`src/rtl/fht_ctrl_if.sv`:
```
// Start/done handshake and RAM/ROM addressing bundle between the system,
// the FHT sequencing controller and the butterfly datapath memories.
interface fht_ctrl_if #(
  parameter int A_BIT = 8,
  parameter int S_BIT = 3
);

  logic             iSTART;
  logic             oRD_BANK;
  logic [A_BIT-1:0] oRD_ADDR_1;
  logic [A_BIT-1:0] oRD_ADDR_2;
  logic [A_BIT-1:0] oRD_ADDR_0;
  logic [A_BIT-2:0] oROM_ADDR;
  logic             oWR_EN;
  logic             oWR_BANK;
  logic [A_BIT-1:0] oWR_ADDR_0;
  logic [A_BIT-1:0] oWR_ADDR_1;
  logic [S_BIT-1:0] oSTAGE;
  logic             oBUSY;
  logic             oDONE;

  // System side: requests a transform and observes the controller.
  modport master (
    output iSTART,
    input  oRD_BANK, oRD_ADDR_1, oRD_ADDR_2, oRD_ADDR_0, oROM_ADDR,
    input  oWR_EN, oWR_BANK, oWR_ADDR_0, oWR_ADDR_1,
    input  oSTAGE, oBUSY, oDONE
  );

  // Controller side.
  modport slave (
    input  iSTART,
    output oRD_BANK, oRD_ADDR_1, oRD_ADDR_2, oRD_ADDR_0, oROM_ADDR,
    output oWR_EN, oWR_BANK, oWR_ADDR_0, oWR_ADDR_1,
    output oSTAGE, oBUSY, oDONE
  );

endinterface

```
`src/rtl/fht_ctrl.sv`:
```
// Sequencing controller for the radix-2 FHT butterfly. Walks every stage and
// butterfly of an N = 2^A_BIT point transform, issuing ping-pong RAM read
// addresses and twiddle indices, then replays the butterfly's X_0/X_1
// addresses three cycles later as write addresses to match the datapath skew
// (registered multipliers, then the registered sum/difference).
module fht_ctrl #(
  parameter int A_BIT = 8,
  parameter int S_BIT = 3
) (
  input  logic      iCLK,
  input  logic      iRESET,
  fht_ctrl_if.slave bus
);

  // Last butterfly index N/2-1 is all ones; last stage is A_BIT-1.
  localparam logic [A_BIT-2:0] J_LAST  = '1;
  localparam logic [S_BIT-1:0] S_LAST  = S_BIT'(A_BIT - 1);
  localparam logic [S_BIT:0]   ROM_TOP = (S_BIT + 1)'(A_BIT - 1);
  localparam logic [1:0]       DRAIN_LAST = 2'd2;

  typedef enum logic [1:0] {
    IDLE  = 2'd0,
    RUN   = 2'd1,
    DRAIN = 2'd2
  } state_t;

  state_t           state_q, state_d;
  logic [S_BIT-1:0] s_q, s_d;
  logic [A_BIT-2:0] j_q, j_d;
  logic [1:0]       drain_q, drain_d;
  logic             issue_d;
  logic             done_d;

  // Address arithmetic for the butterfly about to be issued (s_d, j_d).
  logic [A_BIT-1:0] jExt;
  logic [A_BIT-1:0] hVal;
  logic [A_BIT-1:0] kVal;
  logic [A_BIT-1:0] bVal;
  logic [A_BIT-1:0] x0_d;
  logic [A_BIT-1:0] x1_d;
  logic [A_BIT-1:0] x2_d;
  logic [S_BIT:0]   romShift;
  logic [A_BIT-2:0] rom_d;

  // Read-side output registers.
  logic [A_BIT-1:0] rdAddr1_q;
  logic [A_BIT-1:0] rdAddr2_q;
  logic [A_BIT-1:0] rdAddr0_q;
  logic [A_BIT-2:0] romAddr_q;

  // Three-deep skew pipeline carrying X_0/X_1 and the write bank.
  logic             p1Valid_q, p2Valid_q, p3Valid_q;
  logic [A_BIT-1:0] p1X0_q, p2X0_q, p3X0_q;
  logic [A_BIT-1:0] p1X1_q, p2X1_q, p3X1_q;
  logic             p1Bank_q, p2Bank_q, p3Bank_q;

  // Write-side output registers.
  logic             wrEn_q;
  logic             wrBank_q;
  logic [A_BIT-1:0] wrAddr0_q;
  logic [A_BIT-1:0] wrAddr1_q;

  logic             busy_q;
  logic             done_q;

  // b is j with the low s bits cleared, doubled; k is the low s bits of j.
  // The twiddle index spreads k across the half-length ROM so k=0 maps to
  // entry 0 (cos = 1, sin = 0) in every stage.
  assign jExt     = {1'b0, j_d};
  assign hVal     = {{(A_BIT-1){1'b0}}, 1'b1} << s_d;
  assign kVal     = jExt & (hVal - 1'b1);
  assign bVal     = ((jExt >> s_d) << s_d) << 1;
  assign x0_d     = bVal + kVal;
  assign x1_d     = bVal + hVal + kVal;
  assign x2_d     = (kVal == '0) ? (bVal + hVal) : (bVal + (hVal << 1) - kVal);
  assign romShift = ROM_TOP - {1'b0, s_d};
  assign rom_d    = kVal[A_BIT-2:0] << romShift;

  // Next-state logic: RUN issues one butterfly per cycle, DRAIN waits three
  // cycles so the last write of a stage lands before the next stage reads.
  always_comb begin
    state_d = state_q;
    s_d     = s_q;
    j_d     = j_q;
    drain_d = drain_q;
    issue_d = 1'b0;
    done_d  = 1'b0;
    case (state_q)
      IDLE: begin
        if (bus.iSTART) begin
          state_d = RUN;
          s_d     = '0;
          j_d     = '0;
          issue_d = 1'b1;
        end
      end
      RUN: begin
        if (j_q == J_LAST) begin
          state_d = DRAIN;
          drain_d = '0;
        end else begin
          j_d     = j_q + 1'b1;
          issue_d = 1'b1;
        end
      end
      DRAIN: begin
        if (drain_q == DRAIN_LAST) begin
          if (s_q == S_LAST) begin
            state_d = IDLE;
            done_d  = 1'b1;
          end else begin
            state_d = RUN;
            s_d     = s_q + 1'b1;
            j_d     = '0;
            issue_d = 1'b1;
          end
        end else begin
          drain_d = drain_q + 1'b1;
        end
      end
      default: begin
        state_d = IDLE;
      end
    endcase
  end

  // Controller state, busy flag and the one-cycle done pulse.
  always_ff @(posedge iCLK or negedge iRESET) begin
    if (!iRESET) begin
      state_q <= IDLE;
      s_q     <= '0;
      j_q     <= '0;
      drain_q <= '0;
      busy_q  <= 1'b0;
      done_q  <= 1'b0;
    end else begin
      state_q <= state_d;
      s_q     <= s_d;
      j_q     <= j_d;
      drain_q <= drain_d;
      busy_q  <= (state_d != IDLE);
      done_q  <= done_d;
    end
  end

  // X_1/X_2 read addresses and twiddle index; held while not issuing.
  always_ff @(posedge iCLK or negedge iRESET) begin
    if (!iRESET) begin
      rdAddr1_q <= '0;
      rdAddr2_q <= '0;
      romAddr_q <= '0;
    end else if (issue_d) begin
      rdAddr1_q <= x1_d;
      rdAddr2_q <= x2_d;
      romAddr_q <= rom_d;
    end
  end

  // Skew pipeline; reset clears the valids so in-flight writes are dropped.
  always_ff @(posedge iCLK or negedge iRESET) begin
    if (!iRESET) begin
      p1Valid_q <= 1'b0;
      p2Valid_q <= 1'b0;
      p3Valid_q <= 1'b0;
      p1X0_q    <= '0;
      p2X0_q    <= '0;
      p3X0_q    <= '0;
      p1X1_q    <= '0;
      p2X1_q    <= '0;
      p3X1_q    <= '0;
      p1Bank_q  <= 1'b0;
      p2Bank_q  <= 1'b0;
      p3Bank_q  <= 1'b0;
    end else begin
      p1Valid_q <= issue_d;
      p2Valid_q <= p1Valid_q;
      p3Valid_q <= p2Valid_q;
      p1X0_q    <= x0_d;
      p2X0_q    <= p1X0_q;
      p3X0_q    <= p2X0_q;
      p1X1_q    <= x1_d;
      p2X1_q    <= p1X1_q;
      p3X1_q    <= p2X1_q;
      p1Bank_q  <= ~s_d[0];
      p2Bank_q  <= p1Bank_q;
      p3Bank_q  <= p2Bank_q;
    end
  end

  // X_0 read one cycle behind X_1/X_2, writes three cycles behind.
  always_ff @(posedge iCLK or negedge iRESET) begin
    if (!iRESET) begin
      rdAddr0_q <= '0;
      wrEn_q    <= 1'b0;
      wrBank_q  <= 1'b0;
      wrAddr0_q <= '0;
      wrAddr1_q <= '0;
    end else begin
      if (p1Valid_q) begin
        rdAddr0_q <= p1X0_q;
      end
      wrEn_q <= p3Valid_q;
      if (p3Valid_q) begin
        wrBank_q  <= p3Bank_q;
        wrAddr0_q <= p3X0_q;
        wrAddr1_q <= p3X1_q;
      end
    end
  end

  assign bus.oRD_BANK   = s_q[0];
  assign bus.oRD_ADDR_1 = rdAddr1_q;
  assign bus.oRD_ADDR_2 = rdAddr2_q;
  assign bus.oRD_ADDR_0 = rdAddr0_q;
  assign bus.oROM_ADDR  = romAddr_q;
  assign bus.oWR_EN     = wrEn_q;
  assign bus.oWR_BANK   = wrBank_q;
  assign bus.oWR_ADDR_0 = wrAddr0_q;
  assign bus.oWR_ADDR_1 = wrAddr1_q;
  assign bus.oSTAGE     = s_q;
  assign bus.oBUSY      = busy_q;
  assign bus.oDONE      = done_q;

endmodule

```
`src/flat_wrapper.sv`:
```
// flat-port wrapper written by rule: the top's interface ports become plain ports
module fht_ctrl_flat 
#(
  parameter int A_BIT = 8,
  parameter int S_BIT = 3
)
  (iCLK, iRESET, bus_iSTART, bus_oRD_BANK, bus_oRD_ADDR_1, bus_oRD_ADDR_2, bus_oRD_ADDR_0, bus_oROM_ADDR, bus_oWR_EN, bus_oWR_BANK, bus_oWR_ADDR_0, bus_oWR_ADDR_1, bus_oSTAGE, bus_oBUSY, bus_oDONE);
  fht_ctrl_if #(.A_BIT(A_BIT), .S_BIT(S_BIT)) bus_i ();
  input  logic iCLK;
  input  logic iRESET;
  input wire logic [$bits(bus_i.iSTART)-1:0] bus_iSTART;
  output wire logic [$bits(bus_i.oRD_BANK)-1:0] bus_oRD_BANK;
  output wire logic [$bits(bus_i.oRD_ADDR_1)-1:0] bus_oRD_ADDR_1;
  output wire logic [$bits(bus_i.oRD_ADDR_2)-1:0] bus_oRD_ADDR_2;
  output wire logic [$bits(bus_i.oRD_ADDR_0)-1:0] bus_oRD_ADDR_0;
  output wire logic [$bits(bus_i.oROM_ADDR)-1:0] bus_oROM_ADDR;
  output wire logic [$bits(bus_i.oWR_EN)-1:0] bus_oWR_EN;
  output wire logic [$bits(bus_i.oWR_BANK)-1:0] bus_oWR_BANK;
  output wire logic [$bits(bus_i.oWR_ADDR_0)-1:0] bus_oWR_ADDR_0;
  output wire logic [$bits(bus_i.oWR_ADDR_1)-1:0] bus_oWR_ADDR_1;
  output wire logic [$bits(bus_i.oSTAGE)-1:0] bus_oSTAGE;
  output wire logic [$bits(bus_i.oBUSY)-1:0] bus_oBUSY;
  output wire logic [$bits(bus_i.oDONE)-1:0] bus_oDONE;
  assign bus_i.iSTART = bus_iSTART;
  assign bus_oRD_BANK = bus_i.oRD_BANK;
  assign bus_oRD_ADDR_1 = bus_i.oRD_ADDR_1;
  assign bus_oRD_ADDR_2 = bus_i.oRD_ADDR_2;
  assign bus_oRD_ADDR_0 = bus_i.oRD_ADDR_0;
  assign bus_oROM_ADDR = bus_i.oROM_ADDR;
  assign bus_oWR_EN = bus_i.oWR_EN;
  assign bus_oWR_BANK = bus_i.oWR_BANK;
  assign bus_oWR_ADDR_0 = bus_i.oWR_ADDR_0;
  assign bus_oWR_ADDR_1 = bus_i.oWR_ADDR_1;
  assign bus_oSTAGE = bus_i.oSTAGE;
  assign bus_oBUSY = bus_i.oBUSY;
  assign bus_oDONE = bus_i.oDONE;
  fht_ctrl #(.A_BIT(A_BIT), .S_BIT(S_BIT)) u_core (.iCLK(iCLK), .iRESET(iRESET), .bus(bus_i));
endmodule
```
`config.mk`:
```
export PLATFORM = sky130hd
export DESIGN_NAME = fht_ctrl_flat
export DESIGN_NICKNAME = d
export VERILOG_FILES = /design/src/rtl/fht_ctrl_if.sv /design/src/rtl/fht_ctrl.sv /design/src/flat_wrapper.sv
export SDC_FILE = /design/constraint.sdc
export NUM_CORES = 1
export LEC_CHECK = 0
export CAP_MARGIN = 20
export CORE_MARGIN = 3
export CORE_UTILIZATION = 52
export CTS_BUF_LIST = sky130_fd_sc_hd__clkbuf_16
export CTS_CLUSTER_DIAMETER = 100
export DETAILED_ROUTE_END_ITERATION = 12
export GPL_ROUTABILITY_DRIVEN = 0
export GPL_TIMING_DRIVEN = 0
export PLACE_DENSITY_LB_ADDON = 0.05
export SLEW_MARGIN = 40
export SYNTH_ARGS = -nofsm -noshare
export SYNTH_HDL_FRONTEND = slang
export SYNTH_SLANG_ARGS = --single-unit
```
`constraint.sdc`:
```
create_clock -name iCLK -period 9.33 [get_ports iCLK]
set_input_delay 2.799 -clock iCLK [delete_from_list [all_inputs] [get_ports iCLK]]
set_output_delay 2.799 -clock iCLK [all_outputs]
set_load 0.02 [all_outputs]
```
==> results of run 1 <==
[per-stage QoR]
stage,power [mW],setup slack (ns),util,hold slack (ns),std cells
floorplan,1.13,2.32,-,0.331,493
finish,2.00,1.62,0.673,0.341,721
CTS,2.01,1.67,0.672,0.344,720
global placement,1.34,0.966,0.613,0.332,686
global route,2.12,1.25,0.673,0.345,721
detailed placement,1.36,1.26,0.617,0.335,688
[state kept, by name, indices dropped and copies added (netlist names), 2 cells and up]
register	cells
u_core.bus.oRD_ADDR_0	8
u_core.bus.oRD_ADDR_1	8
u_core.bus.oRD_ADDR_2	8
u_core.bus.oROM_ADDR	7
u_core.bus.oSTAGE	3
u_core.bus.oWR_ADDR_0	8
u_core.bus.oWR_ADDR_1	8
u_core.drain_q	2
u_core.j_q	7
u_core.p1X0_q	8
u_core.p1X1_q	8
u_core.p2X0_q	8
u_core.p2X1_q	8
u_core.p3X0_q	8
u_core.p3X1_q	8
u_core.state_q	2
[area by class of cell]
cell class / count / area (um^2)
multi-input cells: 322 / 2500
well taps: 136 / 170
clock buffers: 17 / 425
flip-flops and latches: 119 / 2980
clock inverters: 15 / 154
repair buffers: 60 / 612
inverters: 36 / 135
plain buffers: 16 / 63.8
fillers: 788 / 3420
[how the worst min path moves through the flow]
| stage | slack [ns] | startpoint | cells after the start | to |
|---|---|---|---|---|
| after floorplan | 0.33 | u_core.p1Bank_q | 0 | u_core.p2Bank_q |
| after global placement | 0.33 | u_core.p2X0_q[5] | 0 | u_core.p3X0_q[5] |
| after detailed placement | 0.33 | u_core.p1X1_q[2] | 0 | u_core.p2X1_q[2] |
| after CTS | 0.34 | u_core.p2X0_q[7] | 0 | u_core.p3X0_q[7] |
| after global routing | 0.34 | u_core.p1X1_q[3] | 0 | u_core.p2X1_q[3] |
| final | 0.34 | u_core.p2X0_q[7] | 0 | u_core.p3X0_q[7] |
[cells in the mapped netlist, drive strengths merged, types with 2 or more instances]
master | count | area share
nand2b | 3 | 0.0033
nand3 | 6 | 0.0053
clkbuf | 14 | 0.0093
ha | 36 | 0.079
nor4 | 2 | 0.0049
a31oi | 5 | 0.0055
nor3 | 7 | 0.0062
buf | 2 | 0.0020
a221o | 3 | 0.0053
fa | 10 | 0.035
nor2b | 4 | 0.0044
o21bai | 6 | 0.0079
a221oi | 2 | 0.0062
mux2 | 31 | 0.062
and3 | 7 | 0.0086
a22o | 4 | 0.0062
o311ai | 2 | 0.0031
or2 | 2 | 0.0022
nor2 | 32 | 0.021
mux2i | 7 | 0.012
nor3b | 3 | 0.0040
nand4 | 4 | 0.0044
o21a | 7 | 0.0093
o31ai | 4 | 0.0053
dfrtp | 119 | 0.53
a22oi | 2 | 0.0026
xnor2 | 14 | 0.022
o21ai | 17 | 0.015
or3 | 3 | 0.0033
a21o | 6 | 0.0079
xor2 | 7 | 0.011
a21oi | 20 | 0.018
nand2 | 45 | 0.030
inv | 36 | 0.024
and2 | 6 | 0.0066
[cells by family (layout without fill, tap and decap cells)]
logic type / count (synthesis) / after routing / share of synthesized area
compound gates: 89 / 89 / 0.109
simple gates: 127 / 127 / 0.109
xor+xnor: 21 / 21 / 0.0324
flops: 119 / 119 / 0.525
buf+inv: 52 / 144 / 0.0351
mux: 38 / 38 / 0.0739
other cells: 1 / 1 / 0.000661
fa+ha+maj: 46 / 46 / 0.115
[metal layers]
metal / GRT usage / vias to the layer above / wire (um)
met4: 0.0525 / 0 / 116
met5: 0 / - / 0
met1: 0.294 / 1936 / 5560
met2: 0.354 / 126 / 6030
li1: - / 1866 / -
met3: 0.0471 / 10 / 662
[critical path, delay by kind of cell]
| family | cells | cell delay [ns] |
|---|---|---|
| xor gates and xnor gates | 2 | 0.52 |
| buffers and inverters | 3 | 1.14 |
| and+or+nand+nor | 4 | 1.23 |
| adders and majority gates | 2 | 0.64 |
| muxes | 1 | 0.21 |
| AOI/OAI and AO/OA | 5 | 1.48 |
[power groups by stage]
stage                     combinational [mW]  sequential [mW]  clock [mW]
after floorplan                        0.413            0.719           0
after global placement                 0.665            0.675           0
after detailed placement               0.679            0.680           0
after CTS                              0.691            0.676       0.648
after global routing                   0.762            0.688       0.674
final                                  0.687            0.676       0.636
==> impl_metrics.ini, run 1 <==
[setup_path]
crit_start = bus_iSTART
path_cells = clkdlybuf4s50_1 -> nor2b_1 -> or3_1 -> a221oi_4 -> inv_1 -> clkbuf_1 -> nor3_2 -> ha_1 -> a21o_1 -> a21oi_1 -> nor2_1 -> a221o_1 -> xnor2_1 -> ha_1 -> a21oi_1 -> xor2_1 -> mux2_2
end_kind = flip-flop
r2r_end = u_core.bus.oRD_ADDR_1[7]
cp-endpoint = u_core.bus.oRD_ADDR_1[7]
slowest_delay_ns = 0.59
reg2reg_slack_ns = 3.63
critPathMaxFanout = 10
critPathLaunchType = primary input
r2r_cells = 18
reg2reg_from = u_core.state_q[0]
critPathSlowestCell = nor3_2
worstSetupPathType = primary input to flip-flop
worst_ep_arrival_time_ns = 8.04
required_ns = 9.66

[sta]
period_needed_ns = 7.71
finClkSkew_ns = 0.00958
grt_setup_unrepaired = false
finalCritPeriodShare = 0.826
worst_slew_pin_slew_ns = 0.744
hold_viol_final = 0
max-slew-margin-rel = 0.504
setup_tns_ns = 0
setup_violations = 0
drv_slew = 0
fmax_mhz = 130

[floorplan]
initial_core_util = 0.542
core_area_um2 = 10500
die_x_um = 110
io_pins = 58
die_area_um2 = 12200
row_count = 37
die-height_um = 110

[route]
first_pass_iters = 5
dr_total_vias = 3938
ant_nets = 0
drtIter0Drc = 226
drc = 0
routed_wl_mm = 12.4
routedWlPerCell_um = 17.1
vias_per_cell = 5.46

[global_routing]
antenna_found_initial = 0
grt_pass1_wl_mm = 21.0
grt-ovfl-total = 0
grt_pass1_vias = 4041
grtUsageTotal = 0.216
grt_start_max_net_pins = 78

[layout]
drive_gt1_frac = 0.130
final_common_cell = dfrtp_1
layout.nets = 621
final_cell_area_um2 = 7040
mostFrequentLayoutCells = dfrtp_1 (119), clkdlybuf4s50_1 (56), nand2_1 (45), inv_1 (36), ha_1 (36)
n_antenna_cell = 0
area_growth_pct = 24.2

[clocking]
post-cts-setup-buffers = 0
clock_latency_ns = 0.40
clock-sinks = 119
htreeDepth = 4
postCtsHoldBufs = 0
root_buffer = clkbuf_16
ctsResizeCount = 0
clock_path_buffers = 2
cts_tree = yes
numCtsBuffers = 17
clkSlewWorstSetupHoldPaths_ns = 0.06

[power]
pwr_density_cell_nw_per_um2 = 284
p_leak_nw = 3.37
vdd_drop_max_v = 0.000161
comb_power_share = 0.344
pwr-share-clk = 0.318
internal-power_mw = 1.31
power_switching_mw = 0.685
seqPwrFrac = 0.338
switching_share = 0.343

[yosys]
synth_edf_count = 0
synth_area_um2 = 5670
ys_types = 58
synth_area_per_cell_um2 = 11.5
synthCells = 493
synthFlopType = dfrtp_1
yosysSeqAreaShare = 0.525
synth_nets = 542
async_flop_share = 1.00
yosys_warnings = 0
ys_ff_latch = 119

[placed_design]
hpwl_mm = 8.54
port_buffers = 57
post_dp_cell_area_um2 = 6450

[status]
run_status = complete, no violations

[hold_path]
hold_path.class = flip-flop to flip-flop

[job]
cap_viol_max_count = 0
No activity file was read; power rests on OpenSTA's default activity.
==> run 2: changes to the inputs <==
==> constraint.sdc (replaced) <==
create_clock -name iCLK -period 7.5 [get_ports iCLK]
set_input_delay 2.25 -clock iCLK [delete_from_list [all_inputs] [get_ports iCLK]]
set_output_delay 2.25 -clock iCLK [all_outputs]
set_load 0.02 [all_outputs]
==> run 2 against run 1 <==
Effect of this change:
- register-to-register slack got worse by 1.8 ns
- setup slack got worse by 1.1 ns
- sequential share of layout area barely moved
- via count rose by 0.10%
- global-route usage did not move
- critical path type unchanged
- critical path depth did not move
- combinational power rose by 25%
- utilization rose by 0.060 points
- total power rose by 24%
- wire length barely moved
==> impl_metrics.ini, run 2 (synthesis gave the netlist of run 1 again) <==
[status]
run_status = complete, no violations

[layout]
final_common_cell = dfrtp_1
drive_gt1_frac = 0.130
multi_input_area_um2 = 2510
area_growth_pct = 24.3
n_fill_cell = 789
seqCellArea_um2 = 2980
mostFrequentLayoutCells = dfrtp_1 (119), clkdlybuf4s50_1 (56), nand2_1 (45), inv_1 (36), ha_1 (36)
layout.nets = 621
n_antenna_cell = 0

[setup_path]
critPathLaunchType = primary input
critical-path-top-delay-family = compound AO/OA/AOI/OAI gates
slowest_delay_ns = 0.54
critPathSlowestCell = clkdlybuf4s50_1
worstSetupPathType = primary input to flip-flop
worst_ep_arrival_time_ns = 7.31
path_buf_inv = 3
path_cells = clkdlybuf4s50_1 -> nor2b_1 -> or3_1 -> a221oi_4 -> inv_1 -> clkbuf_1 -> nor3_4 -> ha_1 -> a21o_1 -> a21oi_1 -> nor2_1 -> a221o_1 -> xnor2_1 -> ha_1 -> a21oi_1 -> xor2_1 -> mux2_2
end_kind = flip-flop
critPathMaxFanout = 10
required_ns = 7.83

[clocking]
clock_path_buffers = 2
clock-sinks = 119
clock_latency_ns = 0.40
numCtsBuffers = 17
postCtsHoldBufs = 0
root_buffer = clkbuf_16
htreeDepth = 4
cts_tree = yes
clkSlewWorstSetupHoldPaths_ns = 0.06

[power]
seqPwrFrac = 0.338
pwr-share-clk = 0.317
power_switching_mw = 0.853
p_leak_nw = 3.37
pwr_density_cell_nw_per_um2 = 353
internal-power_mw = 1.63
vdd_drop_max_v = 0.000200
comb_power_share = 0.345
switching_share = 0.343

[floorplan]
die_x_um = 110
row_count = 37
die-height_um = 110
initial_core_util = 0.542
core_area_um2 = 10500
die_area_um2 = 12200
io_pins = 58

[global_routing]
grt_pass1_wl_mm = 21.0
grt-ovfl-total = 0
grt_start_max_net_pins = 78
grt_pass1_vias = 4041
antenna_found_initial = 0
grtUsageTotal = 0.216

[route]
dr_total_vias = 3942
ant_nets = 0
routedWlPerCell_um = 17.2
vias_per_cell = 5.47
drc = 0
drtIter0Drc = 218
routed_wl_mm = 12.4
first_pass_iters = 5

[sta]
setup_ws_ns = 0.520
grt_setup_unrepaired = false
worst_slew_pin_slew_ns = 0.743
max-slew-margin-rel = 0.505
setup_violations = 0
finalCritPeriodShare = 0.931
period_needed_ns = 6.98
setup_tns_ns = 0
finClkSkew_ns = 0.00937
drv_slew = 0
fmax_mhz = 143
hold_viol_final = 0

[job]
cap_viol_max_count = 0

[placed_design]
dp_slack_ns = -0.0232
hpwl_mm = 8.54
port_buffers = 57

[hold_path]
hold_path.class = flip-flop to flip-flop
## run 2: cell count changes in the layout (fill, tap and decap cells not counted)
cell	delta
nor3_2	-1
nor3_4	+1
## run 2: worst register-to-register path, delay by kind of cell, from the launching register on
family / cells / cell delay (ns)
simple gates: 3 / 0.78
flops: 1 / 0.43
compound gates: 8 / 1.73
buf+inv: 5 / 1.01
fa+ha+maj: 3 / 1.33
xor+xnor: 2 / 0.31
## run 2: final timing paths
check                      slack (ns)               from  cells past startpoint                        to
setup / recovery                 0.52         bus_iSTART                     17  u_core.bus.oRD_ADDR_1[7]
hold / removal                   0.34   u_core.p2X0_q[7]                      0          u_core.p3X0_q[7]
setup reg to reg                 1.81  u_core.state_q[0]                     21  u_core.bus.oRD_ADDR_2[7]
hold reg to reg                  0.34   u_core.p2X0_q[7]                      0          u_core.p3X0_q[7]
max in group asynchronous        5.11             iRESET                      2          u_core.p2X0_q[3]
min in group asynchronous        1.72             iRESET                      1  u_core.bus.oWR_ADDR_0[7]
## run 2: per-layer routing
| metal | GRT usage | part of all wire |
|---|---|---|
| met5 | 0 | 0 |
| met2 | 0.354 | 0.49 |
| met3 | 0.0471 | 0.053 |
| met4 | 0.0525 | 0.0091 |
| met1 | 0.294 | 0.45 |
## run 2: power by group through the flow
stage	logic (mW)	registers (mW)	clock network, mW
floorplan	0.514	0.895	0
CTS	0.859	0.841	0.806
global placement	0.827	0.840	0
global route	0.950	0.856	0.839
detailed placement	0.844	0.846	0
finish	0.858	0.840	0.790
## run 2: stage by stage
step / power [mW] / instances / util / hold WS, ns / cell area (um^2)
final: 2.49 / 721 / 0.674 / 0.341 / 7050
after global routing: 2.65 / 721 / 0.674 / 0.345 / 7050
after CTS: 2.51 / 720 / 0.672 / 0.344 / 7030
after detailed placement: 1.69 / 688 / 0.617 / 0.335 / 6450
after global placement: 1.67 / 686 / 0.613 / 0.332 / 6410
after floorplan: 1.41 / 493 / - / 0.331 / 5670
## run 2: final cells by class
cell class	instances	share of cell area
Buffer	16	0.00905
Clock buffer	17	0.0604
Clock inverter	15	0.0218
Inverter	36	0.0192
Multi-Input combinational cell	322	0.356
Sequential cell	119	0.423
Tap cell	136	0.0241
Timing Repair Buffer	60	0.0868
## run 2: timing repair
action / CTS / global route
setup buffers: 0 / 0
endpoints found under the hold margin: 0 / 0
gates resized for setup: 0 / 1
endpoints found under the setup margin: 0 / 1
